--- config.mk ---
export PLATFORM = sky130hd
export DESIGN_NAME = dff8_write_arbiter_flat
export DESIGN_NICKNAME = d
export VERILOG_FILES = /design/src/rtl/dff8_write_arbiter_if.sv /design/src/rtl/dff8_write_arbiter.sv /design/src/flat_wrapper.sv
export SDC_FILE = /design/constraint.sdc
export NUM_CORES = 1
export LEC_CHECK = 0
export CAP_MARGIN = 25
export CORE_MARGIN = 3
export CORE_UTILIZATION = 41
export CTS_CLUSTER_SIZE = 12
export DETAILED_ROUTE_END_ITERATION = 12
export PLACE_DENSITY = 0.77
export SLEW_MARGIN = 15
export SYNTH_ARGS = -nofsm -noshare
export SYNTH_HDL_FRONTEND = slang
export SYNTH_SLANG_ARGS = --single-unit
export TNS_END_PERCENT = 50
--- constraint.sdc ---
create_clock -name clk -period 2.7 [get_ports clk]
set_clock_uncertainty 0.2 [all_clocks]
set_input_delay 0.27 -clock clk [delete_from_list [all_inputs] [get_ports clk]]
set_output_delay 0.27 -clock clk [all_outputs]
set_load 0.005 [all_outputs]
--- src/rtl/dff8_write_arbiter_if.sv ---
// ---------------------------------------------------------------------------
// dff8_write_arbiter_if
// Bundles the requester-side handshake and the exported register view of the
// shared write arbiter.
//   req_valid    : per-requester write pending
//   req_data     : packed write data, requester i owns bits [WIDTH*i +: WIDTH]
//   req_hold     : per-requester request to keep ownership after a grant
//   req_ready    : one-hot or zero acceptance strobe from the arbiter
//   q            : registered bank value
//   grant_id     : index of the last accepted writer
//   write_strobe : one-cycle pulse after each accepted write
//   busy         : high while a requester owns the bank
// Modports: master = requester side, slave = arbiter side.
// ---------------------------------------------------------------------------
interface dff8_write_arbiter_if #(
   parameter int NUM_REQ = 4,
   parameter int WIDTH   = 8
);
   localparam int ID_W = $clog2(NUM_REQ);

   logic [NUM_REQ-1:0]       req_valid;
   logic [NUM_REQ*WIDTH-1:0] req_data;
   logic [NUM_REQ-1:0]       req_hold;
   logic [NUM_REQ-1:0]       req_ready;
   logic [WIDTH-1:0]         q;
   logic [ID_W-1:0]          grant_id;
   logic                     write_strobe;
   logic                     busy;

   modport master (
      output req_valid, req_data, req_hold,
      input  req_ready, q, grant_id, write_strobe, busy
   );

   modport slave (
      input  req_valid, req_data, req_hold,
      output req_ready, q, grant_id, write_strobe, busy
   );
endinterface

--- src/rtl/dff8_write_arbiter.sv ---
// ---------------------------------------------------------------------------
// dff8_write_arbiter
// One WIDTH-bit register shared by NUM_REQ requesters. Writes are granted
// round-robin; a winner asserting hold keeps exclusive ownership for at most
// MAX_HOLD consecutive cycles (the grant cycle counts as the first).
// Ports:
//   clk   : single clock, rising edge
//   reset : synchronous, active-high, overrides everything
//   bus   : dff8_write_arbiter_if.slave (handshake + exported register view)
// ---------------------------------------------------------------------------
module dff8_write_arbiter #(
   parameter int NUM_REQ  = 4,
   parameter int WIDTH    = 8,
   parameter int MAX_HOLD = 4
) (
   input  logic                  clk,
   input  logic                  reset,
   dff8_write_arbiter_if.slave   bus
);
   localparam int ID_W  = $clog2(NUM_REQ);
   localparam int CNT_W = $clog2(MAX_HOLD + 1);
   localparam logic [CNT_W-1:0] HOLD_MAX = CNT_W'(MAX_HOLD);
   localparam logic [CNT_W-1:0] CNT_ONE  = CNT_W'(1);

   typedef enum logic {IDLE, OWNED} state_t;

   state_t            state_q, state_d;
   logic [ID_W-1:0]   owner_q, owner_d;
   logic [CNT_W-1:0]  cnt_q, cnt_d;
   logic [ID_W-1:0]   rr_ptr_q, rr_ptr_d;
   logic [WIDTH-1:0]  data_q, data_d;
   logic [ID_W-1:0]   grant_q, grant_d;
   logic              strobe_q;
   logic              busy_q;

   logic [NUM_REQ-1:0] ready;
   logic               accept;
   logic [ID_W-1:0]    win;
   logic               continuing;
   logic [ID_W:0]      pick;
   logic [WIDTH-1:0]   data_arr [NUM_REQ];

   // Increment modulo NUM_REQ; explicit wrap keeps non-power-of-2 counts legal.
   function automatic logic [ID_W-1:0] wrap_inc(input logic [ID_W-1:0] i);
      if (i == ID_W'(NUM_REQ - 1)) return '0;
      return i + ID_W'(1);
   endfunction

   // Returns {found, index} of the first valid requester at or after ptr.
   function automatic logic [ID_W:0] rr_pick(input logic [NUM_REQ-1:0] vld,
                                             input logic [ID_W-1:0]    ptr);
      logic [ID_W:0]   res;
      logic [ID_W-1:0] idx;
      res = '0;
      idx = ptr;
      for (int k = 0; k < NUM_REQ; k++) begin
         if (!res[ID_W] && vld[idx]) res = {1'b1, idx};
         idx = wrap_inc(idx);
      end
      return res;
   endfunction

   for (genvar g = 0; g < NUM_REQ; g++) begin : g_unpack
      assign data_arr[g] = bus.req_data[g*WIDTH +: WIDTH];
   end

   assign pick       = rr_pick(bus.req_valid, rr_ptr_q);
   assign continuing = (state_q == OWNED) && bus.req_hold[owner_q] && (cnt_q < HOLD_MAX);

   always_comb begin
      state_d  = state_q;
      owner_d  = owner_q;
      cnt_d    = cnt_q;
      rr_ptr_d = rr_ptr_q;
      data_d   = data_q;
      grant_d  = grant_q;
      ready    = '0;
      accept   = 1'b0;
      win      = '0;

      if (continuing) begin
         // The owner is the only candidate; an idle owner still burns budget.
         cnt_d = cnt_q + CNT_ONE;
         if (bus.req_valid[owner_q]) begin
            accept = 1'b1;
            win    = owner_q;
         end
      end else begin
         // Fresh round-robin decision; an ex-owner sits last behind rr_ptr.
         state_d = IDLE;
         cnt_d   = '0;
         if (pick[ID_W]) begin
            accept = 1'b1;
            win    = pick[ID_W-1:0];
            if (bus.req_hold[pick[ID_W-1:0]] && (MAX_HOLD > 1)) begin
               state_d = OWNED;
               owner_d = pick[ID_W-1:0];
               cnt_d   = CNT_ONE;
            end
         end
      end

      if (accept) begin
         ready[win] = 1'b1;
         rr_ptr_d   = wrap_inc(win);
         grant_d    = win;
         data_d     = data_arr[win];
      end

      if (reset) ready = '0;
   end

   always_ff @(posedge clk) begin
      if (reset) begin
         state_q  <= IDLE;
         owner_q  <= '0;
         cnt_q    <= '0;
         rr_ptr_q <= '0;
         data_q   <= '0;
         grant_q  <= '0;
         strobe_q <= 1'b0;
         busy_q   <= 1'b0;
      end else begin
         state_q  <= state_d;
         owner_q  <= owner_d;
         cnt_q    <= cnt_d;
         rr_ptr_q <= rr_ptr_d;
         data_q   <= data_d;
         grant_q  <= grant_d;
         strobe_q <= accept;
         busy_q   <= (state_d == OWNED);
      end
   end

   assign bus.req_ready    = ready;
   assign bus.q            = data_q;
   assign bus.grant_id     = grant_q;
   assign bus.write_strobe = strobe_q;
   assign bus.busy         = busy_q;

endmodule

--- src/flat_wrapper.sv ---
// flat-port wrapper written by rule: the top's interface ports become plain ports
module dff8_write_arbiter_flat 
#(
   parameter int NUM_REQ  = 4,
   parameter int WIDTH    = 8,
   parameter int MAX_HOLD = 4
)
  (clk, reset, bus_req_valid, bus_req_data, bus_req_hold, bus_req_ready, bus_q, bus_grant_id, bus_write_strobe, bus_busy);
  dff8_write_arbiter_if #(.NUM_REQ(NUM_REQ), .WIDTH(WIDTH)) bus_i ();
  input  logic clk;
  input  logic reset;
  input wire logic [$bits(bus_i.req_valid)-1:0] bus_req_valid;
  input wire logic [$bits(bus_i.req_data)-1:0] bus_req_data;
  input wire logic [$bits(bus_i.req_hold)-1:0] bus_req_hold;
  output wire logic [$bits(bus_i.req_ready)-1:0] bus_req_ready;
  output wire logic [$bits(bus_i.q)-1:0] bus_q;
  output wire logic [$bits(bus_i.grant_id)-1:0] bus_grant_id;
  output wire logic [$bits(bus_i.write_strobe)-1:0] bus_write_strobe;
  output wire logic [$bits(bus_i.busy)-1:0] bus_busy;
  assign bus_i.req_valid = bus_req_valid;
  assign bus_i.req_data = bus_req_data;
  assign bus_i.req_hold = bus_req_hold;
  assign bus_req_ready = bus_i.req_ready;
  assign bus_q = bus_i.q;
  assign bus_grant_id = bus_i.grant_id;
  assign bus_write_strobe = bus_i.write_strobe;
  assign bus_busy = bus_i.busy;
  dff8_write_arbiter #(.NUM_REQ(NUM_REQ), .WIDTH(WIDTH), .MAX_HOLD(MAX_HOLD)) u_core (.clk(clk), .reset(reset), .bus(bus_i));
endmodule
; ---- Word level (Yosys, flattened, before mapping)
; Index checks and enable logic that the tools add are counted.
[word_totals]
elab_cells = 87
memories = 0
reg_bits = 19
latch_bits = 0
ram_bits = 0
mem_bits_ro = 0
inputBits = 42
[classes]
add_sub_neg = 5
n_reduce_logical = 10
eq_ne = 4
n_mul = 0
n_bitwise = 2
mux = 49
magnitude_cmp = 10
n_div = 0
shift = 0
[op_table]
columns = cell, count
row1 = $mux W2, 11
row2 = $lt A2 B3 Y1 const B, 7
row3 = $mux W1, 19
row4 = $mux W3, 6
row5 = $bmux W8 S2, 1
row6 = $mux W8, 2
row7 = $bmux W1 S2, 7
row8 = $add A2 B1 Y2 const B, 4
row9 = $eq A2 B2 Y1 const B, 4
row10 = $mux W4, 2
row11 = $logic_and A1 B1 Y1, 6
row12 = $add A3 B1 Y3 const B, 1
row13 = $ge A3 B3 Y1 const B, 1
row14 = $logic_not A1 Y1, 3
row15 = $lt A3 B3 Y1 const B, 1
row16 = $not A2 Y3, 1
row17 = $reduce_and A3 Y1, 1
row18 = $demux W1 S2, 1
row19 = $ge A2 B1 Y1 const B, 1
row20 = $not A1 Y1, 1

; ---- Logic depth before layout (Yosys ltp)
; Gate-level depths: netlist of run 1.
[logic_depth]
depth_word = 21
ltp_mapped = 13
ltp_nobuf = 10

; ---- Worst setup path after synthesis of run 1
; Ideal clock, no wire load.
[synth_timing]
path_type = flip-flop to output port
from = register u_core.rr_ptr_q[1]
to = output port bus_req_ready[0]
required_time_ns = 2.230
arrival_time_ns = 2.515
n_path_buf = 2
path_slack_ns = -0.285
path_stages_with_launch = 12
path_cell_list = dfxtp_1 -> ha_1 -> buf_4 -> a221oi_1 -> a31oi_2 -> a21oi_2 -> mux2i_2 -> a22o_1 -> buf_4 -> inv_1 -> ha_1 -> and2_1
[synth_via]
elab_chain_cells = 21
word_cells_on_any_way = 41
[synth_rtl]
columns = element, line
row1 = from (decl), dff8_write_arbiter.sv:30  ; logic [ID_W-1:0] rr_ptr_q, rr_ptr_d;
row2 = from (signal assigned), dff8_write_arbiter.sv:127  ; rr_ptr_q <= rr_ptr_d;
row3 = branches (longest 12 deep; another with $add A2 B1 Y2), --
row4 = $mux W3 *, dff8_write_arbiter.sv:57  ; if (!res[ID_W] && vld[idx]) res = {1'b1, idx};
row5 = $mux W2 *, dff8_write_arbiter.sv:92  ; if (pick[ID_W]) begin
row6 = $mux W2 *, dff8_write_arbiter.sv:81  ; if (continuing) begin
row7 = net u_core.win[0], dff8_write_arbiter.sv:38  ; logic [ID_W-1:0] win;
row8 = $lt A2 B3 Y1 (implied by the code) / $ge A2 B1 Y1 (equally long branches), dff8_write_arbiter.sv:104  ; ready[win] = 1'b1;
row9 = $logic_and A1 B1 Y1 (implied by the code), dff8_write_arbiter.sv:104
row10 = $mux W1 (implied by the code), dff8_write_arbiter.sv:104
row11 = $demux W1 S2 *, --
row12 = $mux W4 *, dff8_write_arbiter.sv:103  ; if (accept) begin
row13 = $mux W4 *, dff8_write_arbiter.sv:110  ; if (reset) ready = '0;
row14 = to (decl), flat_wrapper.sv:15  ; output wire logic [$bits(bus_i.req_ready)-1:0] bus_req_ready;
; Mark *: on every way through the listed nets, which the timed path passes. The select of a mux whose other input is x is not followed.

; ---- Final worst setup path of run 1
[layout_timing]
from = register u_core.rr_ptr_q[0]
to = output port bus_req_ready[3]
[layout_via]
elab_chain_cells = 21
word_cells_on_any_way = 41
[layout_rtl]
columns = element, line
row1 = branches (longest 12 deep; another with $add A2 B1 Y2), --
row2 = $mux W3 *, dff8_write_arbiter.sv:57
row3 = $mux W2, dff8_write_arbiter.sv:92
row4 = $mux W2, dff8_write_arbiter.sv:81
row5 = $lt A2 B3 Y1 (implied by the code) / $ge A2 B1 Y1 (equally long branches), dff8_write_arbiter.sv:104
row6 = $logic_and A1 B1 Y1 (implied by the code), dff8_write_arbiter.sv:104
row7 = $mux W1 (implied by the code), dff8_write_arbiter.sv:104
row8 = $demux W1 S2, --
row9 = $mux W4 *, dff8_write_arbiter.sv:103
row10 = $mux W4 *, dff8_write_arbiter.sv:110
; Mark *: on every way between the ends. The select of a mux whose other input is x is not followed.

==> impl_results.html, run 1 <==
<table>
<tr><th>Metric</th><th>Value</th></tr>
<tr><th colspan="2">Timing</th></tr>
<tr><td>Worst slew pin tran</td><td>around 360 ps</td></tr>
<tr><td>RSZ-0062 raised after global routing</td><td>yes</td></tr>
<tr><td>Final critical-path setup slack</td><td>-282 ps</td></tr>
<tr><td>Final setup violation count</td><td>4</td></tr>
<tr><td>Highest Clock Rate</td><td>between 300 and 400 MHz</td></tr>
<tr><td>Post-layout min period</td><td>2980 ps</td></tr>
<tr><td>Hold slack final</td><td>approximately 260 ps</td></tr>
<tr><td>Number of hold violations in the final report</td><td>0</td></tr>
<tr><td>Worst slew margin</td><td>around three quarters</td></tr>
<tr><td>Setup TNS Final</td><td>-979 ps</td></tr>
<tr><td>Max Transition Viols Final</td><td>0</td></tr>
<tr><td>Fin crit share</td><td>110%</td></tr>
<tr><th colspan="2">Synth</th></tr>
<tr><td>Commonest register cell after synthesis</td><td>dfxtp_1</td></tr>
<tr><td>EDFF count, synth</td><td>0</td></tr>
<tr><td>Post-synth net total</td><td>254</td></tr>
<tr><td>Mean post-synth cell area</td><td>around 8 sq um</td></tr>
<tr><td>Synth top area cells</td><td>dfxtp_1 23%, o211a_1 4.9%, ha_1 4.6%</td></tr>
<tr><td>Portion of the post-synthesis area used by sequential elements</td><td>roughly 23%</td></tr>
<tr><td>Cell Area, Synth</td><td>1640 sq um</td></tr>
<tr><td>Flip-flop and latch count after synthesis</td><td>19</td></tr>
<tr><td>Fraction of registers with async set or reset after synthesis</td><td>0%</td></tr>
<tr><td>Cell types with the highest counts after synthesis</td><td>19 x dfxtp_1, 19 x nand2_1, 13 x nand3_1, 11 x buf_2, 11 x o21ai_0</td></tr>
<tr><td>Synth cell types</td><td>47</td></tr>
<tr><td>Biggest area consumer among synthesized cells</td><td>dfxtp_1</td></tr>
<tr><td>Number of warnings reported in the yosys synthesis log</td><td>0</td></tr>
<tr><td>Fraction of synthesized cell area taken by the top area cell type</td><td>roughly 23%</td></tr>
<tr><td>Instance count of the mapped netlist</td><td>between 200 and 250</td></tr>
<tr><th colspan="2">Critical path</th></tr>
<tr><td>Reg-to-Reg End</td><td>u_core.owner_q[1]</td></tr>
<tr><td>Top delay family on crit path</td><td>compound AO/OA/AOI/OAI gates</td></tr>
<tr><td>Max stage delay cell, worst path</td><td>dfxtp_4</td></tr>
<tr><td>Kind of end point of the critical path</td><td>primary output</td></tr>
<tr><td>Cell Chain, Critical Path</td><td>ha_4, buf_12, mux4_2, a211oi_4, a21oi_2, a22o_4, buf_6, ha_4, and2_4, buf_6</td></tr>
<tr><td>Buffers &amp; Inverters on Critical Path</td><td>3</td></tr>
<tr><td>Start of the worst register-to-register path</td><td>u_core.rr_ptr_q[1]</td></tr>
<tr><td>Critical Path Fanout Max</td><td>5</td></tr>
<tr><td>Critical Path AT</td><td>~2500 ps</td></tr>
<tr><td>Kind of start point of the critical path</td><td>flop</td></tr>
<tr><td>Max stage delay on crit path</td><td>roughly 360 ps</td></tr>
<tr><td>Worst Reg-to-Reg Cells</td><td>10</td></tr>
<tr><td>Start-to-end type of the worst setup path</td><td>reg -&gt; out</td></tr>
<tr><td>Critical path depth in cells</td><td>10</td></tr>
<tr><td>Reg2Reg Setup Slack</td><td>around 40 ps</td></tr>
<tr><td>Worst endpoint required time</td><td>2230 ps</td></tr>
<tr><th colspan="2">Status</th></tr>
<tr><td>Run status</td><td>finished, violations left</td></tr>
<tr><td>Violated checks</td><td>setup timing</td></tr>
<tr><th colspan="2">Min path</th></tr>
<tr><td>Endpoint of the worst hold path</td><td>u_core.bus.grant_id[1]</td></tr>
<tr><td>Startpoint of the lowest-slack hold path</td><td>u_core.bus.grant_id[1]</td></tr>
<tr><td>Hold depth</td><td>2</td></tr>
<tr><td>Class of the tightest hold or removal check</td><td>reg -&gt; reg</td></tr>
<tr><th colspan="2">Clock tree</th></tr>
<tr><td>Cts-stage hold buffer count</td><td>0</td></tr>
<tr><td>Clock H-tree levels</td><td>1</td></tr>
<tr><td>Clock Sinks</td><td>19</td></tr>
<tr><td>Clock-pin slew on the worst setup and hold paths</td><td>approximately 70 ps</td></tr>
<tr><td>Clock root cell</td><td>clkbuf_8</td></tr>
<tr><td>TritonCTS clock tree</td><td>yes</td></tr>
<tr><td>Clk Latency, worst-skew pair</td><td>~260 ps</td></tr>
<tr><td>Clk buf depth</td><td>2</td></tr>
<tr><td>Number of CTS-inserted buffers</td><td>3</td></tr>
<tr><th colspan="2">Floorplanning</th></tr>
<tr><td>FP Rows</td><td>22</td></tr>
<tr><td>Die extent in x</td><td>69.3 um</td></tr>
<tr><td>Die area</td><td>approximately 4800 sq um</td></tr>
<tr><td>Core area</td><td>between 3000 and 4000 sq um</td></tr>
<tr><td>Initial Util</td><td>between 40% and 50%</td></tr>
<tr><td>Die span in y</td><td>approximately 69 um</td></tr>
<tr><td># IOs</td><td>58</td></tr>
<tr><th colspan="2">Route</th></tr>
<tr><td>Wire length per cell</td><td>16.2 um</td></tr>
<tr><td>Post-route DRC violation count</td><td>0</td></tr>
<tr><td>Number of vias per cell</td><td>5.68</td></tr>
<tr><td>Iteration-0 DRC count of the detailed router</td><td>about 160</td></tr>
<tr><td>Detail Route Antenna Nets</td><td>0</td></tr>
<tr><td>Routed via count</td><td>a little under 2k</td></tr>
<tr><td>Aggregate routed wire length</td><td>5.50 mm</td></tr>
<tr><td>Number of detailed-route iterations in the first pass</td><td>4</td></tr>
<tr><th colspan="2">Global routing</th></tr>
<tr><td>Initial antenna violation count</td><td>0</td></tr>
<tr><td>Number of global-route vias before repair</td><td>between 1.5k and 2k</td></tr>
<tr><td>Wire length of the first global-routing pass</td><td>approximately 8.9 mm</td></tr>
<tr><td>Maximum number of pins on one net before global-route repair</td><td>26</td></tr>
<tr><td>Global-route usage over all layers</td><td>a little over a fifth</td></tr>
<tr><td>Overflow after GRT</td><td>0</td></tr>
<tr><th colspan="2">Finish</th></tr>
<tr><td>Area growth syn-to-layout</td><td>69.3%</td></tr>
<tr><td>Share of post-route cells with drive strength above 1</td><td>between 30% and 40%</td></tr>
<tr><td>Final antenna diode count</td><td>0</td></tr>
<tr><td>Area of all placed cells without fillers</td><td>approximately 2800 sq um</td></tr>
<tr><td>Final Net Count</td><td>340</td></tr>
<tr><td># fillers</td><td>between 200 and 300</td></tr>
<tr><td>Utilization after layout</td><td>around three quarters</td></tr>
<tr><th colspan="2">Pwr</th></tr>
<tr><td>Maximum vdd drop</td><td>between 1000 and 1500 uV</td></tr>
<tr><td>Leakage power figure</td><td>~1.2 nW</td></tr>
<tr><td>Total power draw</td><td>between 3 and 4 mW</td></tr>
<tr><td>PD cells</td><td>1280 nW/um^2</td></tr>
<tr><th colspan="2">Placed design</th></tr>
<tr><td>Final weighted congestion of routability-driven global placement</td><td>roughly 0.92</td></tr>
<tr><td>Hpwl dp</td><td>just under 4 mm</td></tr>
<tr><td>Number of I/O port buffers</td><td>57</td></tr>
<tr><td>Placed standard-cell area</td><td>~2500 sq um</td></tr>
<tr><th colspan="2">Job</th></tr>
<tr><td># Max-Cap Violations</td><td>0</td></tr>
</table>
[state kept, by name, indices dropped and copies added, names as in the netlist]
signal	cells
u_core.bus.grant_id	2
u_core.bus.q	8
u_core.bus.write_strobe	1
u_core.cnt_q	3
u_core.owner_q	2
u_core.rr_ptr_q	2
u_core.state_q	1
[per-layer routing]
metal | global-route usage [%] | part of all wire, %
met5 | 0 | 0
met4 | 5.42 | 1.9
met3 | 4.93 | 6.3
met2 | 37.4 | 50
met1 | 28.0 | 42
[layout by cell type, fill, tap and decap left out, types with 2 or more instances in the layout]
cell	count
a211oi_1	7
a211oi_2	2
a21oi_1	8
a21oi_2	4
and2_1	2
and2_4	3
and3_1	4
buf_12	2
buf_4	36
buf_6	7
clkbuf_8	3
clkdlybuf4s50_1	51
dfxtp_1	17
dfxtp_4	2
dlymetal6s2s_1	2
ha_1	2
ha_4	3
inv_1	2
inv_2	2
mux2_2	4
mux2i_1	4
mux2i_2	2
nand2_1	17
nand2_2	2
nand2b_1	3
nand3_1	12
nand3b_1	3
nor2_1	9
nor2b_1	6
nor3_1	3
o211a_1	8
o211ai_1	2
o21a_1	10
o21ai_0	10
o21ai_2	2
o31ai_1	6
o31ai_2	3
[tightest hold or removal path, cell delays in order (launching register included)]
cell and delay (ps):
dfxtp_1 310, nand2_1 50, a21oi_1 50
[power breakdown]
group / internal (mW) / leakage (nW) / switching [mW]
clock: 0.105 / 0.0228 / 0.101
combinational: 1.49 / 0.992 / 1.39
sequential: 0.400 / 0.159 / 0.0764
total: 1.99 / 1.17 / 1.57
[how the worst max path moves through the flow]
stage / from / endpoint / slack, ps
final: u_core.rr_ptr_q[0] / bus_req_ready[3] / -280
after global routing: u_core.rr_ptr_q[0] / bus_req_ready[3] / -350
after CTS: u_core.rr_ptr_q[0] / bus_req_ready[3] / -330
after detailed placement: bus_req_valid[2] / bus_req_ready[0] / -590
after global placement: bus_req_valid[2] / bus_req_ready[0] / -520
after floorplan: u_core.rr_ptr_q[1] / bus_req_ready[0] / -40
[cell families after synthesis]
kind of cell	count (synthesis)	synth area share, %
AO/OA/AOI/OAI	75	34.3
XOR/XNOR	1	0.533
adder cells (fa/ha/maj)	6	4.57
buffers and inverters	23	7.01
flip-flops	19	23.2
multiplexers	12	8.68
AND/OR/NAND/NOR	70	21.7
[timing repair]
action / 4_1_cts / 5_1_grt
buffers inserted: 8 / 1
resized for setup: 38 / 26
pin swaps: 9 / 10
endpoints found under the setup margin: 4 / 16
gates cloned: 0 / 0
[area by class of cell]
class	count	area [sq um]	area share [%]
repair buffers	99	930	33.4
clock buffers	4	45.0	1.62
flip-flops and latches	19	388	13.9
inverters	5	21.3	0.765
well taps	48	60.1	2.16
multi-input cells	164	1340	48.1
[stage by stage]
stage / instances / setup slack, ps
floorplan: 206 / -44.3
global placement: 329 / -521
detailed placement: 329 / -589
CTS: 341 / -332
global route: 339 / -345
finish: 339 / -282
No activity file was read; power rests on OpenSTA's default activity.
==> run 2: changes to the inputs <==
--- a/config.mk
+++ b/config.mk
@@ -8,8 +8,8 @@
 export CAP_MARGIN = 25
 export CORE_MARGIN = 3
 export CORE_UTILIZATION = 41
-export CTS_CLUSTER_SIZE = 12
 export DETAILED_ROUTE_END_ITERATION = 12
+export GPL_TIMING_DRIVEN = 0
 export PLACE_DENSITY = 0.77
 export SLEW_MARGIN = 15
 export SYNTH_ARGS = -nofsm -noshare
==> impl_results.html, run 2 (same netlist as run 1, synthesis figures left out) <==
<table>
<tr><th>Metric</th><th>Value</th></tr>
<tr><th colspan="2">Floorplanning</th></tr>
<tr><td># IOs</td><td>between 50 and 60</td></tr>
<tr><td>Core area</td><td>between 3000 and 4000 sq um</td></tr>
<tr><td>Die span in y</td><td>slightly below 70 um</td></tr>
<tr><td>Die area</td><td>~4800 sq um</td></tr>
<tr><td>Initial Util</td><td>43.6%</td></tr>
<tr><td>Die extent in x</td><td>~69 um</td></tr>
<tr><td>FP Rows</td><td>22</td></tr>
<tr><th colspan="2">Placed design</th></tr>
<tr><td>Number of placed cells counting well taps</td><td>310</td></tr>
<tr><td>Hpwl dp</td><td>3.67 mm</td></tr>
<tr><td>Number of I/O port buffers</td><td>56</td></tr>
<tr><td>Post-placement worst setup slack</td><td>-968 ps</td></tr>
<tr><td>Final weighted congestion of routability-driven global placement</td><td>0.897</td></tr>
<tr><th colspan="2">Pwr</th></tr>
<tr><td>Power share of the combinational group</td><td>between 80% and 90%</td></tr>
<tr><td>Sequential Power Share</td><td>11.6%</td></tr>
<tr><td>Leakage power figure</td><td>about 1.1 nW</td></tr>
<tr><td>Clock group share of total power</td><td>just over 5%</td></tr>
<tr><td>Maximum vdd drop</td><td>757 uV</td></tr>
<tr><td>Cell-internal power</td><td>roughly 2.1 mW</td></tr>
<tr><td>PD cells</td><td>around 1400 nW/um^2</td></tr>
<tr><td>Net switching fraction of the power</td><td>between 40% and 50%</td></tr>
<tr><td>Total net switching power</td><td>roughly 1.8 mW</td></tr>
<tr><th colspan="2">Finish</th></tr>
<tr><td>Final Net Count</td><td>between 300 and 400</td></tr>
<tr><td>Most frequent standard cell in the layout excluding fill and tap cells</td><td>clkdlybuf4s50_1</td></tr>
<tr><td>Leading cell types in the layout, fill and taps excluded</td><td>50 x clkdlybuf4s50_1, 18 x nand2_1, 18 x buf_4, 17 x dfxtp_1, 12 x nand3_1</td></tr>
<tr><td>Final standard cell count with taps included and fillers excluded</td><td>331</td></tr>
<tr><td>Final antenna diode count</td><td>0</td></tr>
<tr><td>Share of post-route cells with drive strength above 1</td><td>30.7%</td></tr>
<tr><td>Area growth syn-to-layout</td><td>67.9%</td></tr>
<tr><td>Flip-flop count of the largest register, all copies and words added</td><td>8</td></tr>
<tr><th colspan="2">Timing</th></tr>
<tr><td>RSZ-0062 raised after global routing</td><td>yes</td></tr>
<tr><td>Highest Clock Rate</td><td>between 300 and 400 MHz</td></tr>
<tr><td>Max Transition Viols Final</td><td>0</td></tr>
<tr><td>Number of hold violations in the final report</td><td>0</td></tr>
<tr><td>Final setup violation count</td><td>10</td></tr>
<tr><td>Post-layout min period</td><td>a little over 3000 ps</td></tr>
<tr><td>Worst slew margin</td><td>67.8%</td></tr>
<tr><td>Fin crit share</td><td>115%</td></tr>
<tr><td>Final critical-path setup slack</td><td>-403 ps</td></tr>
<tr><td>Worst slew pin tran</td><td>roughly 480 ps</td></tr>
<tr><th colspan="2">Global routing</th></tr>
<tr><td>Global-route usage over all layers</td><td>roughly 22%</td></tr>
<tr><td>Number of global-route vias before repair</td><td>between 1.5k and 2k</td></tr>
<tr><td>Overflow after GRT</td><td>0</td></tr>
<tr><td>Wire length of the first global-routing pass</td><td>8.75 mm</td></tr>
<tr><td>Maximum number of pins on one net before global-route repair</td><td>11</td></tr>
<tr><td>Initial antenna violation count</td><td>0</td></tr>
<tr><th colspan="2">Clock tree</th></tr>
<tr><td>Cts-stage hold buffer count</td><td>0</td></tr>
<tr><td>Clk buf depth</td><td>2</td></tr>
<tr><td>Clock Sinks</td><td>19</td></tr>
<tr><td>Clock H-tree levels</td><td>1</td></tr>
<tr><td>Clk Latency, worst-skew pair</td><td>250 ps</td></tr>
<tr><td>Number of CTS-inserted buffers</td><td>3</td></tr>
<tr><td>TritonCTS clock tree</td><td>yes</td></tr>
<tr><td>Clock root cell</td><td>clkbuf_8</td></tr>
<tr><td>Clock-pin slew on the worst setup and hold paths</td><td>around 70 ps</td></tr>
<tr><th colspan="2">Route</th></tr>
<tr><td>Wire length per cell</td><td>around 17 um</td></tr>
<tr><td>Aggregate routed wire length</td><td>5.67 mm</td></tr>
<tr><td>Detail Route Antenna Nets</td><td>0</td></tr>
<tr><td>Routed via count</td><td>between 1.5k and 2k</td></tr>
<tr><td>Iteration-0 DRC count of the detailed router</td><td>between 150 and 200</td></tr>
<tr><td>Number of vias per cell</td><td>roughly 6</td></tr>
<tr><td>Post-route DRC violation count</td><td>0</td></tr>
<tr><td>Number of detailed-route iterations in the first pass</td><td>4</td></tr>
<tr><th colspan="2">Critical path</th></tr>
<tr><td>Kind of start point of the critical path</td><td>flop</td></tr>
<tr><td>Cell Chain, Critical Path</td><td>ha_4, buf_8, a221oi_4, a31oi_4, a21oi_4, mux2i_4, a22o_1, buf_6, inv_6, ha_4, and2_4, buf_6</td></tr>
<tr><td>Max stage delay on crit path</td><td>roughly 350 ps</td></tr>
<tr><td>Kind of end point of the critical path</td><td>primary output</td></tr>
<tr><td>Start-to-end type of the worst setup path</td><td>reg -&gt; out</td></tr>
<tr><td>Max stage delay cell, worst path</td><td>dfxtp_4</td></tr>
<tr><td>Critical Path AT</td><td>between 2000 and 3000 ps</td></tr>
<tr><td>Worst endpoint required time</td><td>about 2200 ps</td></tr>
<tr><td>Critical Path Fanout Max</td><td>10</td></tr>
<tr><th colspan="2">Status</th></tr>
<tr><td>Violated checks</td><td>setup timing</td></tr>
<tr><td>Run status</td><td>finished, violations left</td></tr>
<tr><th colspan="2">Min path</th></tr>
<tr><td>Class of the tightest hold or removal check</td><td>in -&gt; reg</td></tr>
<tr><th colspan="2">Job</th></tr>
<tr><td># Max-Cap Violations</td><td>0</td></tr>
</table>
## run 2: cell count changes in the layout (fill, tap and decap cells not counted), sizes merged
cell / previous run / this run
clkbuf: 4 / 9
dlymetal6s2s: 2 / 0
dlygate4sd2: 0 / 2
clkdlybuf4s50: 51 / 50
buf: 46 / 34
## run 2: stage by stage
| stage | hold WS, ps | cell area [sq um] | power, mW | util, % | TNS [ps] |
|---|---|---|---|---|---|
| 3_3_place_gp | 242 | 2300 | 2.62 | 61.1 | -6870 |
| 6_report | 221 | 2760 | 3.88 | 73.1 | -2230 |
| 4_1_cts | 188 | 2600 | 3.44 | 69.0 | -1330 |
| 3_5_place_dp | 250 | 2300 | 2.66 | 61.1 | -7370 |
| 2_1_floorplan | 240 | 1680 | 2.03 | - | -77.8 |
| 5_1_grt | 258 | 2760 | 4.16 | 73.1 | -3720 |
## run 2: final timing paths
path | from | end | slack (ps) | depth (start not counted)
setup / recovery | u_core.rr_ptr_q[1] | bus_req_ready[2] | -400 | 12
hold / removal | reset | u_core.bus.grant_id[0] | 220 | 2
setup reg to reg | u_core.rr_ptr_q[1] | u_core.bus.q[3] | -130 | 12
hold reg to reg | u_core.bus.grant_id[1] | u_core.bus.grant_id[1] | 260 | 2
## run 2: what timing repair did
item | CTS | global route
gates resized for setup | 57 | 34
pin swaps | 12 | 12
setup buffers | 11 | 6
endpoints found under the setup margin | 12 | 18
gates cloned | 0 | 1
## run 2: area by class of cell
cell class / count / area (sq um)
multi-input combinational: 164 / 1400
fill: 277 / 1010
clock buffer: 4 / 45.0
timing repair buffer: 73 / 699
buffer: 18 / 140
sequential: 19 / 388
inverter: 5 / 26.3
tap: 48 / 60.1
## run 2: per-layer routing
| layer | global-route usage [%] | routed length [um] | share of wire, % |
|---|---|---|---|
| met5 | 0 | 0 | 0 |
| met4 | 6.51 | 80 | 1.4 |
| met3 | 4.49 | 461 | 8.1 |
| met2 | 34.2 | 2820 | 50 |
| met1 | 30.2 | 2300 | 41 |
## run 2: critical path, delay by kind of cell, from the launching register on
kind	cells	cell delay, ps
AO/OA/AOI/OAI	4	760
buffers and inverters	4	470
adder cells (fa/ha/maj)	2	400
flip-flops	1	350
multiplexers	1	270
AND/OR/NAND/NOR	1	130
## run 2: power by group through the flow
stage	registers (mW)	clock network, mW	logic (mW)
2_1_floorplan	0.462	0	1.57
3_3_place_gp	0.465	0	2.16
6_report	0.452	0.196	3.23
4_1_cts	0.452	0.204	2.78
5_1_grt	0.466	0.218	3.48
3_5_place_dp	0.467	0	2.19
==> run 3: changes to the inputs <==
--- a/config.mk
+++ b/config.mk
@@ -11,7 +11,7 @@
 export DETAILED_ROUTE_END_ITERATION = 12
 export GPL_TIMING_DRIVEN = 0
 export PLACE_DENSITY = 0.77
-export SLEW_MARGIN = 15
+export SLEW_MARGIN = 10
 export SYNTH_ARGS = -nofsm -noshare
 export SYNTH_HDL_FRONTEND = slang
 export SYNTH_SLANG_ARGS = --single-unit
==> results of run 3 <==
The final DEF is identical to that of run 2; final timing and power are the same.
